==> src/rtl/mult_rr_sched.sv <==
// Round-robin front end that time-shares one sequential 4x4 multiplier among NREQ requesters.
// Every output is a register; a job that never completes is retired with rsp_err after TIMEOUT wait cycles.
module mult_rr_sched #(
  parameter int NREQ    = 4,
  parameter int TIMEOUT = 31,
  parameter int TW      = 5
) (
  input  logic              clk,
  input  logic              rst,
  input  logic [NREQ-1:0]   req,
  input  logic [4*NREQ-1:0] a_in,
  input  logic [4*NREQ-1:0] b_in,
  output logic [NREQ-1:0]   gnt,
  output logic [NREQ-1:0]   rsp_valid,
  output logic [7:0]        rsp_data,
  output logic              rsp_err,
  output logic              busy,
  output logic              mult_init,
  output logic [3:0]        mult_a,
  output logic [3:0]        mult_b,
  input  logic              mult_done,
  input  logic [7:0]        mult_pp
);

  localparam int IW = (NREQ > 1) ? $clog2(NREQ) : 1;

  typedef enum logic [2:0] {IDLE, START, WAIT_LOW, WAIT_HIGH, RESP} state_t;

  state_t            state, state_d;
  logic [IW-1:0]     ptr, ptr_d;
  logic [IW-1:0]     idx, idx_d;
  logic [TW-1:0]     timer, timer_d;
  logic [NREQ-1:0]   gnt_d, rsp_valid_d;
  logic [7:0]        rsp_data_d;
  logic              rsp_err_d, busy_d, mult_init_d;
  logic [3:0]        mult_a_d, mult_b_d;
  logic [IW-1:0]     sel, cand;

  // Walk from the farthest candidate back towards ptr so the nearest pending requester wins.
  always_comb begin
    sel  = ptr;
    cand = ptr;
    for (int k = NREQ - 1; k >= 0; k--) begin
      cand = IW'((int'(ptr) + k) % NREQ);
      if (req[cand]) sel = cand;
    end
  end

  // NOTE: every variable gets a default before the case so no path leaves one unassigned (no latches).
  always_comb begin
    state_d     = state;
    ptr_d       = ptr;
    idx_d       = idx;
    timer_d     = timer;
    gnt_d       = '0;
    rsp_valid_d = '0;
    rsp_data_d  = rsp_data;
    rsp_err_d   = 1'b0;
    mult_init_d = 1'b0;
    mult_a_d    = mult_a;
    mult_b_d    = mult_b;

    case (state)
      IDLE: begin
        if (|req) begin
          idx_d        = sel;
          gnt_d[sel]   = 1'b1;
          mult_init_d  = 1'b1;
          mult_a_d     = a_in[4*sel +: 4];
          mult_b_d     = b_in[4*sel +: 4];
          state_d      = START;
        end
      end
      START: begin
        timer_d = '0;
        state_d = WAIT_LOW;
      end
      WAIT_LOW, WAIT_HIGH: begin
        // An accepted done beats a timeout landing in the same cycle.
        if (state == WAIT_HIGH && mult_done) begin
          rsp_data_d       = mult_pp;
          rsp_valid_d[idx] = 1'b1;
          state_d          = RESP;
        end else if (timer == TW'(TIMEOUT)) begin
          rsp_data_d       = '0;
          rsp_err_d        = 1'b1;
          rsp_valid_d[idx] = 1'b1;
          state_d          = RESP;
        end else begin
          timer_d = timer + 1'b1;
          if (state == WAIT_LOW && !mult_done) state_d = WAIT_HIGH;
        end
      end
      RESP: begin
        ptr_d   = (idx == IW'(NREQ - 1)) ? '0 : idx + 1'b1;
        state_d = IDLE;
      end
      default: state_d = IDLE;
    endcase

    busy_d = (state_d != IDLE);
  end

  // NOTE: sequential state uses non-blocking assignments so all registers update from the same pre-edge values.
  always_ff @(posedge clk or posedge rst) begin
    if (rst) begin
      state     <= IDLE;
      ptr       <= '0;
      idx       <= '0;
      timer     <= '0;
      gnt       <= '0;
      rsp_valid <= '0;
      rsp_data  <= '0;
      rsp_err   <= 1'b0;
      busy      <= 1'b0;
      mult_init <= 1'b0;
      mult_a    <= '0;
      mult_b    <= '0;
    end else begin
      state     <= state_d;
      ptr       <= ptr_d;
      idx       <= idx_d;
      timer     <= timer_d;
      gnt       <= gnt_d;
      rsp_valid <= rsp_valid_d;
      rsp_data  <= rsp_data_d;
      rsp_err   <= rsp_err_d;
      busy      <= busy_d;
      mult_init <= mult_init_d;
      mult_a    <= mult_a_d;
      mult_b    <= mult_b_d;
    end
  end

endmodule

==> config.mk <==
export PLATFORM = sky130hd
export DESIGN_NAME = mult_rr_sched
export DESIGN_NICKNAME = d
export VERILOG_FILES = /design/src/rtl/mult_rr_sched.sv
export SDC_FILE = /design/constraint.sdc
export NUM_CORES = 1
export LEC_CHECK = 0
export ABC_AREA = 1
export CORE_UTILIZATION = 47
export DETAILED_ROUTE_END_ITERATION = 10
export GPL_TIMING_DRIVEN = 0
export HOLD_SLACK_MARGIN = 0.02
export PLACE_DENSITY_LB_ADDON = 0.25
export SYNTH_ARGS = -nofsm -noshare
export SYNTH_HDL_FRONTEND = slang
export SYNTH_SLANG_ARGS = --single-unit
==> constraint.sdc <==
create_clock -name clk -period 4.5 [get_ports clk]
set_input_delay 0.45 -clock clk [delete_from_list [all_inputs] [get_ports clk]]
set_output_delay 0.45 -clock clk [all_outputs]
set_load 0.01 [all_outputs]
==> results of run 1 <==
-- power groups by stage --
| stage | Combinational (mW) | Sequential [mW] | Clock (mW) |
|---|---|---|---|
| 3_3_place_gp | 1.30 | 0.566 | 0 |
| 2_1_floorplan | 0.887 | 0.604 | 0 |
| 6_report | 1.32 | 0.566 | 0.237 |
| 5_1_grt | 1.48 | 0.580 | 0.260 |
| 4_1_cts | 1.33 | 0.564 | 0.244 |
| 3_5_place_dp | 1.33 | 0.568 | 0 |
-- worst paths after layout --
kind                                      endpoint                  start  depth (start not counted)  slack [ns]
max                          mult_b[2]$_DFFE_PP0P_                 req[3]                         17        2.56
min                          mult_b[3]$_DFFE_PP0P_  mult_b[3]$_DFFE_PP0P_                          2        0.49
max reg2reg                   timer[3]$_DFFE_PP0P_   timer[0]$_DFFE_PP0P_                         11        2.62
min reg2reg                  mult_b[3]$_DFFE_PP0P_  mult_b[3]$_DFFE_PP0P_                          2        0.49
max in group asynchronous       idx[0]$_DFFE_PP0P_                    rst                          2        3.37
min in group asynchronous  rsp_data[0]$_DFFE_PP0P_                    rst                          2        0.63
-- metal layers --
layer | GRT usage (%) | wire length (µm) | up-vias
met3 | 4.274 | 281 | 2
met2 | 35.79 | 2302 | 66
met1 | 24.75 | 2160 | 882
li1 | - | - | 1052
met4 | 7.111 | 16 | 0
met5 | 0 | 0 | -
-- worst max-delay path, stage by stage --
cell,delay (ns)
clkdlybuf4s50_1,0.51
inv_1,0.06
nand2_1,0.07
nand3_1,0.10
nand2_1,0.09
inv_2,0.04
nand2_2,0.06
nand2_4,0.06
nand2_4,0.06
nand2_4,0.08
buf_4,0.18
nand3_1,0.07
nand2_1,0.05
nand2_1,0.08
nand2_1,0.06
nand2_1,0.05
nand2_1,0.04
-- stage by stage --
| stage | hold slack, ns | cell area [µm²] | std cells |
|---|---|---|---|
| after global routing | 0.5210 | 3107 | 421 |
| after detailed placement | 0.4684 | 3019 | 414 |
| final | 0.4884 | 3107 | 421 |
| after global placement | 0.4638 | 3019 | 414 |
| after floorplan | 0.4555 | 2223 | 289 |
| after CTS | 0.4912 | 3107 | 421 |
-- cell usage after synthesis, types with 3 or more instances --
master | instances | area (µm²)
nand2_1 | 109 | 409.1
nor2_1 | 10 | 37.54
inv_1 | 29 | 108.9
ha_1 | 6 | 75.07
buf_6 | 3 | 33.78
nor3_1 | 4 | 20.02
nand2_4 | 4 | 45.04
o21ai_0 | 12 | 60.06
nand2_2 | 20 | 125.1
nand3_1 | 28 | 140.1
dfrtp_1 | 39 | 975.9
inv_2 | 5 | 18.77
-- flip-flops by register name, summed over array words and instances (netlist names) --
signal     count
mult_b         4
busy           1
mult_init      1
rsp_data       8
idx            2
ptr            2
rsp_err        1
timer          5
state          3
mult_a         4
rsp_valid      4
gnt            4
-- logic make-up (layout without fill, tap and decap cells) --
group	count (synthesis)	after routing	synth area share, %
AND/OR/NAND/NOR	178	178	36.30
flip-flops	39	39	43.89
adder cells (fa/ha/maj)	6	6	3.376
buffers and inverters	46	126	11.31
multiplexers	1	1	0.4502
AO/OA/AOI/OAI	19	19	4.671
-- final cells by class --
cell class | instances | share of cell area, %
multi-input combinational | 204 | 32.06
inverter | 37 | 5.155
clock buffer | 6 | 2.658
tap | 52 | 2.094
sequential | 39 | 31.41
buffer | 9 | 2.940
clock inverter | 1 | 0.1611
timing repair buffer | 73 | 23.52
==> flow_summary_export.csv, run 1 <==
group,metric,value,unit
run_status,violations,"DRC",
layout,diodes,0,
place,gp_congestion,0.7914,
layout,finish.utilization,69.90,%
sta,tightest_slew,0.7916,ns
die,initial_core_util,50.03,%
logic_synthesis,async_flop_share,100.0,%
route,vias,2002,
clock_tree,post_cts_buffers,0,
setup_path,cp-start-kind,"input pin",
global_route,grt_usage,20.34,%
pwr,seqPwrFrac,26.6,%
logic_synthesis,avgSynthCellArea,7.693,µm²
route,avgRoutedWirePerCell,11.31,µm
sta,fin_ws,2.559,ns
pwr,clkPwrFrac,11.2,%
clock_tree,root_buffer,"clkbuf_8",
logic_synthesis,synth-seq-cells,39,
pwr,intPower,1.203,mW
setup_path,critPathCaptureType,"flip-flop",
logic_synthesis,synthCells,289,
setup_path,cp.arrival,2.13,ns
sta,maxSlewViolCount,0,
die,fp.coreArea,4444,µm²
layout,drive_gt1_share,13.01,%
run_status,status,"finished with violations",
route,avgViaCountPerCell,4.755,
layout,layout_common_cells,"nand2_1, clkdlybuf4s50_1, dfrtp_1, inv_1, nand3_1",
place,dp_hpwl,3632,µm
logic_synthesis,synth_cell_type_count,29,
layout,final_net_count,422,
clock_tree,clock_latency,0.29,ns
clock_tree,tritoncts,"done",
pwr,ir_drop,0.3680,mV
die,rows,24,
clock_tree,cts_made_buffers,5,
global_route,grt_start_max_net_pins,40,
logic_synthesis,mappedNetlistArea,2223,µm²
die,die_w,70.78,µm
global_route,antenna_found_initial,0,
sta,slew_headroom,47.15,%
logic_synthesis,yosysWarnings,0,
pwr,combPwrFrac,62.2,%
die,ioPinCount,74,
flow_run,maxCapViolCount,0,
route,drt_pass1_iterations,7,
layout,multi_input_area,996.0,µm²
logic_synthesis,yosysSeqAreaShare,43.89,%
sta,finalHoldViolCount,0,
clock_tree,htree_num_levels,2,
logic_synthesis,synthesis.nets,342,
sta,setup_violations,0,
route,first_iter_violations,109,
logic_synthesis,synth_ff_type,"dfrtp_1",
clock_tree,clkTransAtPathRegs,0.07,ns
die,die_area,5010,µm²
sta,tns,0,ns
setup_path,worstPathMaxFanout,10,
layout,fillers,366,
route,wl,4761,µm
layout,seqCellArea,975.9,µm²
sta,fin_crit,1.941,ns
place,dp_slack,2.250,ns
pwr,pwr_density_cell,684.4,nW/µm²
clock_tree,ctsHoldBuffers,0,
layout,syn2layout_area_growth,39.73,%
global_route,grt-ovfl-total,0,
sta,clock_skew,0.004573,ns
sta,max_clock_freq,515.2,MHz
sta,rsz0062_at_grt,"no",
clock_tree,cts.sinks,39,
min_path,min_path_type,"flip-flop to flip-flop",
die,die_y,70.78,µm
clock_tree,cts_resized,0,
setup_path,worst-setup-path-type,"input pin to flip-flop",
route,ant_nets,0,
global_route,first_global_vias,1872,
global_route,grt_pass1_wl,8073,µm
sta,fin_crit_sh,43.13,%
setup_path,cp_data_required_time,4.69,ns
logic_synthesis,synth_edf_count,0,
layout,mostFrequentLayoutCell,"nand2_1",
pwr,power.switching,0.9230,mW
clock_tree,cts_buffer_depth,2,
pwr,leakage,1.598,nW
pwr,p_sw_share,43.41,%
place,numPortBuffers,73,
route,drc,12,
pwr,power,2.126,mW
Power figures use the tool's default switching activity.
==> run 2: changes to the inputs <==
CORE_UTILIZATION = 46   (was 47)
clock period = 2 ns   (was 4.5 ns; I/O delays follow)
==> flow_summary_export.csv, run 2 (synthesis gave the netlist of run 1 again) <==
group,metric,value,unit
layout,largest_reg_flops,8,
setup_path,cp.arrival,2.06,ns
clock_tree,cts.sinks,39,
flow_run,maxCapViolCount,0,
layout,regMostFlops,"rsp_data",
route,vias,2053,
layout,layout_common_cells,"nand2_1, clkdlybuf4s50_1, dfrtp_1, nand3_1, inv_1",
layout,diodes,0,
die,initial_core_util,49.36,%
global_route,grt_pass1_wl,7907,µm
sta,tns,0,ns
layout,mostFrequentLayoutCell,"nand2_1",
clock_tree,htree_num_levels,2,
sta,finalHoldViolCount,0,
global_route,grt-ovfl-total,0,
sta,maxSlewViolCount,0,
route,first_iter_violations,63,
layout,top_regs,"rsp_data x8, timer x5",
global_route,grt_usage,19.52,%
route,wl,4744,µm
sta,setup_violations,0,
die,die_area,5115,µm²
pwr,pwr_density_cell,1578,nW/µm²
pwr,ir_drop,1.201,mV
place,dp_hpwl,3516,µm
route,avgRoutedWirePerCell,11.19,µm
run_status,status,"completed",
clock_tree,root_buffer,"clkbuf_8",
route,drc,0,
layout,syn2layout_area_growth,41.92,%
layout,final_net_count,424,
die,die_w,71.52,µm
layout,fillers,362,
setup_path,worst-setup-path-type,"flip-flop to flip-flop",
place,gp_congestion,0.7987,
sta,tightest_slew,0.7707,ns
clock_tree,clkTransAtPathRegs,0.07,ns
sta,clock_skew,0.005645,ns
setup_path,cp-start-kind,"flip-flop",
place,numPortBuffers,73,
global_route,antenna_found_initial,0,
setup_path,reg2reg_slack,0.16,ns
sta,max_clock_freq,544.7,MHz
route,avgViaCountPerCell,4.842,
sta,slew_headroom,48.54,%
die,rows,24,
global_route,grt_start_max_net_pins,40,
clock_tree,cts_buffer_depth,2,
setup_path,critPathCaptureType,"flip-flop",
clock_tree,clock_latency,0.28,ns
route,drt_pass1_iterations,4,
layout,finalInstanceArea,3156,µm²
layout,seqCellArea,975.9,µm²
sta,rsz0062_at_grt,"no",
sta,fin_crit_sh,91.79,%
setup_path,cp_data_required_time,2.22,ns
pwr,leakage,1.625,nW
setup_path,worstPathMaxFanout,5,
place,placed_cell_area,3019,µm²
clock_tree,tritoncts,"done",
global_route,first_global_vias,1864,
layout,multi_input_area,998.5,µm²
min_path,min_path_type,"input pin to async pin",
die,die_y,71.52,µm
layout,drive_gt1_share,14.52,%
clock_tree,cts_made_buffers,5,
route,ant_nets,0,
die,ioPinCount,74,
sta,fin_crit,1.836,ns
die,fp.coreArea,4504,µm²
layout,finish.utilization,70.06,%
-- run 2: cell count changes in the layout (fill, tap and decap cells not counted) --
cell,previous run,this run
nand2_1,109,108
clkbuf_1,2,1
inv_2,6,7
bufinv_16,0,1
buf_4,1,3
clkbuf_2,0,1
inv_1,28,27
nand2_2,20,21
-- run 2: stage by stage --
| stage | hold slack (ns) | total power [mW] | instances | setup slack (ns) |
|---|---|---|---|---|
| 2_1_floorplan | 0.3107 | 3.354 | 289 | 0.3517 |
| 3_3_place_gp | 0.4628 | 4.207 | 414 | 0.04507 |
| 3_5_place_dp | 0.4647 | 4.260 | 414 | 0.009519 |
| 4_1_cts | 0.4108 | 4.954 | 422 | 0.05769 |
| 5_1_grt | 0.4776 | 5.398 | 424 | 0.001839 |
| 6_report | 0.3786 | 4.979 | 424 | 0.1643 |
-- run 2: final timing paths --
path,startpoint,cells past startpoint,to
setup / recovery,timer[0]$_DFFE_PP0P_,11,timer[3]$_DFFE_PP0P_
hold / removal,rst,2,rsp_valid[3]$_DFF_PP0_
setup reg to reg,timer[0]$_DFFE_PP0P_,11,timer[3]$_DFFE_PP0P_
hold reg to reg,mult_b[3]$_DFFE_PP0P_,2,mult_b[3]$_DFFE_PP0P_
max in group asynchronous,rst,2,gnt[1]$_DFF_PP0_
min in group clk,mult_b[3]$_DFFE_PP0P_,2,mult_b[3]$_DFFE_PP0P_
-- run 2: worst max-delay path, stage by stage (launching register included) --
cell and delay [ns]:
dfrtp_1 0.41, ha_1 0.22, nand2_1 0.08, nor2_1 0.05
ha_1 0.19, inv_1 0.10, nand4_1 0.16, nand2_2 0.16
inv_1 0.09, o21ai_0 0.15, nand2_1 0.07, nor2_1 0.08
-- run 2: cell type report --
cell class	instances	share of cell area [%]
Multi-Input combinational cell	204	31.64
Timing Repair Buffer	75	23.63
Clock inverter	2	1.110
Clock buffer	6	2.617
Tap cell	52	2.062
Sequential cell	39	30.93
Inverter	37	5.075
Buffer	9	2.934
-- run 2: per-layer routing --
metal / up-vias / global-route usage, % / part of all wire, %
li1: 1055 / - / -
met5: - / 0 / 0
met3: 5 / 5.063 / 7.0
met2: 75 / 34.07 / 48
met1: 918 / 23.83 / 45
met4: 0 / 5.882 / 0.82
-- run 2: where the power goes --
| part | switching (mW) | internal, mW | leakage [nW] |
|---|---|---|---|
| registers | 0.169 | 1.10 | 0.497 |
| clock network | 0.261 | 0.403 | 0.0612 |
| logic | 1.67 | 1.38 | 1.07 |
| total | 2.10 | 2.88 | 1.62 |
-- run 2: repair_timing --
| item | CTS | global route |
|---|---|---|
| endpoints found under the setup margin | 0 | 14 |
| resized for setup | 0 | 4 |
| hold buffers | 0 | 0 |
| buffers inserted | 0 | 2 |
==> RTL change 1: new RTL, flow settings as in run 2 <==
Encoding of `state_t`: now one-hot (5 bits for 5 states).
--- a/src/rtl/mult_rr_sched.sv
+++ b/src/rtl/mult_rr_sched.sv
@@ -24,7 +24,7 @@
 
   localparam int IW = (NREQ > 1) ? $clog2(NREQ) : 1;
 
-  typedef enum logic [2:0] {IDLE, START, WAIT_LOW, WAIT_HIGH, RESP} state_t;
+  typedef enum logic [4:0] {IDLE = 5'b00001, START = 5'b00010, WAIT_LOW = 5'b00100, WAIT_HIGH = 5'b01000, RESP = 5'b10000} state_t;
 
   state_t            state, state_d;
   logic [IW-1:0]     ptr, ptr_d;
Check against the original RTL: same outputs for any inputs over 10 cycles, from zero or initial values and one cycle with rst high; not proved beyond that.
==> RTL change 1 against run 2 <==
  * Area after synthesis rose by 0.45%
  * Via count rose by 3.8%
  * Cell area about the same
  * Worst setup slack worse by 0.0045 ns
  * Clock skew up 0.0023 ns
  * Wire length rose by 8.5%
  * Global-route usage is 2.2 points higher
  * Sequential cell count is 2 higher
  * Critical path type unchanged
  * Critical endpoint is now mult_b[2]$_DFFE_PP0P_
Power is not compared: it rests on default switching activity, and its combinational part moved more than twofold at a synthesized area within 25%.
==> RTL change 1: results (changes against run 2) <==
fillers - 368 (was 362)
first-pass GRT wire length - 8800 µm (was 7910 µm)
DP HPWL - 3900 µm (was 3520 µm)
max-slew headroom at the worst pin - 0.467 (was 0.485)
GR Util All Layers - 0.217 (was 0.195)
Reg area - 1030 µm² (was 976 µm²)
DP Worst Slack - -0.194 ns (was 0.00952 ns)
RR Startpoint - ptr[0]$_DFFE_PP0N_ (was timer[0]$_DFFE_PP0P_)
vias per cell - 5.19 (was 4.84)
Detailed Route Iter0 Violations - 134 (was 63)
maximum clock frequency - 543 MHz (was 545 MHz)
vias in the first global route - 2070 (was 1864)
syn avg cell area - 8.03 µm² (was 7.69 µm²)
Reg2Reg Depth - 15 (was 11)
top cells by count, synth - nand2_1, nand3_1, dfrtp_1 (was nand2_1, dfrtp_1, inv_1)
Max Clock Skew - 0.00791 ns (was 0.00564 ns)
Final GP Congestion - 0.874 (was 0.799)
ranking of synthesized cells by area - dfrtp_1, nand2_1, nand3_1, inv_1, nor2_1 (was dfrtp_1, nand2_1, nand3_1, nand2_2, inv_1)
Net Count, Synth - 331 (was 342)
Yosys cell types - 31 (was 29)
run status - completed (unchanged)
final cell count without fillers - 411 (was 424)
DP Area - 3030 µm² (was 3020 µm²)
crit-path max FO - 10 (was 5)
Inst Count DP - 403 (was 414)
Arrival @ worst endpoint - 2.02 ns (was 2.06 ns)
Synth Cell Area - 2230 µm² (was 2220 µm²)
RTL change 1: cell types whose count changed after synthesis, moves of 3 or more:
cell            run 2  this run
a22o_1              0         8
inv_1              29        33
nand2_1           109        64
nand2_2            20         9
nand3_1            28        46
nor2_1             10        23
nor2_2              0         3
o21ai_0            12         5
RTL change 1: worst min path at each step:
stage                         endpoint  slack, ns
6_report            state[3]$_DFF_PP0_       0.38
5_1_grt             state[2]$_DFF_PP0_       0.46
4_1_cts        rsp_data[0]$_DFFE_PP0P_       0.41
3_5_place_dp     mult_a[1]$_DFFE_PP0P_       0.47
3_3_place_gp      timer[4]$_DFFE_PP0P_       0.46
2_1_floorplan  rsp_data[6]$_DFFE_PP0P_       0.34
RTL change 1: metal layers:
metal / global-route usage / up-vias / wire [µm]
met5: 0 / - / 0
met4: 0.0501 / 0 / 41
met3: 0.0549 / 4 / 241
met2: 0.378 / 66 / 2570
met1: 0.272 / 1010 / 2290
li1: - / 1052 / -
RTL change 1: logic make-up after synthesis:
kind of cell | count (synthesis) | share of synthesized area
AOI/OAI and AO/OA | 18 | 0.0594
DFF | 41 | 0.460
adders and majority gates | 6 | 0.0336
buffers and inverters | 48 | 0.0952
and+or+nand+nor | 165 | 0.352
RTL change 1: area by class of cell:
class / instances / share of cell area
Sequential cell: 41 / 0.325
Multi-Input combinational cell: 189 / 0.320
Timing Repair Buffer: 73 / 0.231
Inverter: 40 / 0.0511
Clock buffer: 6 / 0.0230
Tap cell: 52 / 0.0206
Buffer: 8 / 0.0174
Clock inverter: 2 / 0.0111
RTL change 1: power by group:
part	switching (mW)	internal, mW
clock network	0.270	0.370
registers	0.133	1.04
logic	0.700	0.583
RTL change 1: worst max-delay path, stage by stage (launching register included):
cell and delay [ns]:
dfrtp_1 0.38, buf_6 0.15, inv_8 0.09, nand2_1 0.05, nand2_1 0.08, nand2_1 0.08, nand2_1 0.08, inv_2 0.05
nand3_1 0.07, nand2_1 0.06, nand2_2 0.15, inv_2 0.12, nor2_4 0.13, nand2_1 0.07, nor2_1 0.11, nor2_1 0.06
==> RTL change 2: new RTL, flow settings as in run 2 <==
Without the edit above. `NREQ`: 4 -> 2.
--- a/src/rtl/mult_rr_sched.sv
+++ b/src/rtl/mult_rr_sched.sv
@@ -1,7 +1,7 @@
 // Round-robin front end that time-shares one sequential 4x4 multiplier among NREQ requesters.
 // Every output is a register; a job that never completes is retired with rsp_err after TIMEOUT wait cycles.
 module mult_rr_sched #(
-  parameter int NREQ    = 4,
+  parameter int NREQ    = 2,
   parameter int TIMEOUT = 31,
   parameter int TW      = 5
 ) (
Interface: changed (5 resized); port bits go from 74 to 52. The function was not compared with the original's and may differ.
==> RTL change 2 against run 2 <==
  * Cell area is 31% lower
  * Area after synthesis is 32% lower
  * Worst setup slack better by 0.30 ns
  * Power is 42% lower
  * Wire length is 34% lower
  * Sequential cell count is 6 lower
  * Largest cell class is now registers
  * Largest power group unchanged
==> RTL change 2: results (changes against run 2) <==
run status - completed (unchanged)
vias per cell - 4.73 (was 4.84)
Switching Power - 1.07 mW (was 2.10 mW)
Max Clock Skew - 0.00613 ns (was 0.00564 ns)
DR WL/cell - 11.3 µm (was 11.2 µm)
largest net degree at the start of global routing - 34 (was 40)
Detailed Route Iter0 Violations - 42 (was 63)
worst hold path cell count - 3
met3 usage - 0.0655 (was 0.0506)
CTS resizes - 0 (unchanged)
Final GP Congestion - 0.800 (was 0.799)
worst vdd ir - 0.765 mV (was 1.20 mV)
max-slew headroom at the worst pin - 0.207 (was 0.485)
met3 routed WL - 198 µm (was 332 µm)
Inst Count DP - 270 (was 414)
Net Count, Synth - 206 (was 342)
worst reg2reg endpoint - rsp_data[5]$_DFFE_PP0P_ (was timer[3]$_DFFE_PP0P_)
DRT Wirelength - 3140 µm (was 4740 µm)
register area share after synthesis - 0.546 (was 0.439)
wire length on met2 - 1470 µm (was 2260 µm)
RR Startpoint - timer[0]$_DFFE_PP0P_ (unchanged)
Worst-Skew Late Latency - 0.33 ns (was 0.28 ns)
DP HPWL - 2310 µm (was 3520 µm)
CTS root buffer - clkbuf_4 (was clkbuf_8)
GR Util All Layers - 0.205 (was 0.195)
met1 GRT Util - 0.260 (was 0.238)
Leak Pwr - 1.09 nW (was 1.62 nW)
Reg2Reg Depth - 7 (was 11)
port bufs - 51 (was 73)
worst hold slack - 0.400 ns (was 0.379 ns)
Reg2Reg Setup Slack - 0.46 ns (was 0.16 ns)
syn avg cell area - 8.64 µm² (was 7.69 µm²)
GR Util met2 - 0.323 (was 0.341)
crit-path max FO - 10 (was 5)
ranking of synthesized cells by area - dfrtp_1, nand2_1, nand3_1, inv_1, nand3_4 (was dfrtp_1, nand2_1, nand3_1, nand2_2, inv_1)
top cells by count, synth - nand2_1, dfrtp_1, nand3_1 (was nand2_1, dfrtp_1, inv_1)
Arrival @ worst endpoint - 1.76 ns (was 2.06 ns)
Final Setup Violations - 0 (unchanged)
first-pass GRT wire length - 5220 µm (was 7910 µm)
wl on met1 - 1420 µm (was 2120 µm)
Hold Path Class - input port to register (was input port to asynchronous set/reset pin)
layout cells sized above 1 - 0.0940 (was 0.145)
vias in the first global route - 1192 (was 1864)
Yosys cell types - 21 (was 29)
CTS clk-pin slew, worst paths - 0.10 ns (was 0.07 ns)
-- RTL change 2: cell count changes after synthesis, sizes merged, moves of 2 or more --
| cell | delta |
|---|---|
| buf | -5 |
| inv | -23 |
| nand3 | -2 |
| o21ai | -14 |
| ha | -4 |
| nand2 | -51 |
| nor3 | -4 |
| clkbuf | -3 |
| dfrtp | -6 |
-- RTL change 2: final cells by class --
cell class / count / area (µm²)
flip-flops and latches: 33 / 826
repair buffers: 51 / 510
clock inverters: 1 / 30.0
inverters: 13 / 56.3
fillers: 251 / 915
well taps: 44 / 55.1
multi-input cells: 128 / 619
clock buffers: 7 / 55.1
plain buffers: 1 / 11.3
-- RTL change 2: logic make-up after synthesis --
family,Yosys count,share of synthesized area
DFF,33,0.546
adders and majority gates,2,0.0165
buffers and inverters,14,0.0447
AOI/OAI and AO/OA,3,0.0107
and+or+nand+nor,123,0.382
-- RTL change 2: power by group through the flow --
stage	combinational [mW]	sequential, mW	clock [mW]
global route	1.42	1.14	0.558
global placement	1.26	1.11	0
CTS	1.29	1.11	0.530
detailed placement	1.29	1.12	0
finish	1.27	1.11	0.514
floorplan	0.631	1.19	0
-- RTL change 2: metrics by stage --
step,utilization,cell area [µm²],worst slack (ns)
after floorplan,-,1510,0.622
after CTS,0.703,2160,0.453
after global placement,0.675,2080,0.296
after global routing,0.703,2160,0.297
final,0.703,2160,0.461
after detailed placement,0.675,2080,0.296
-- RTL change 2: critical path: stages, from the launching register on --
cell and delay, ns:
dfrtp_1 0.42, ha_1 0.19, nand2_1 0.07, nor2_1 0.10
ha_1 0.20, nand3_2 0.23, nand3_1 0.17, nand2_1 0.07
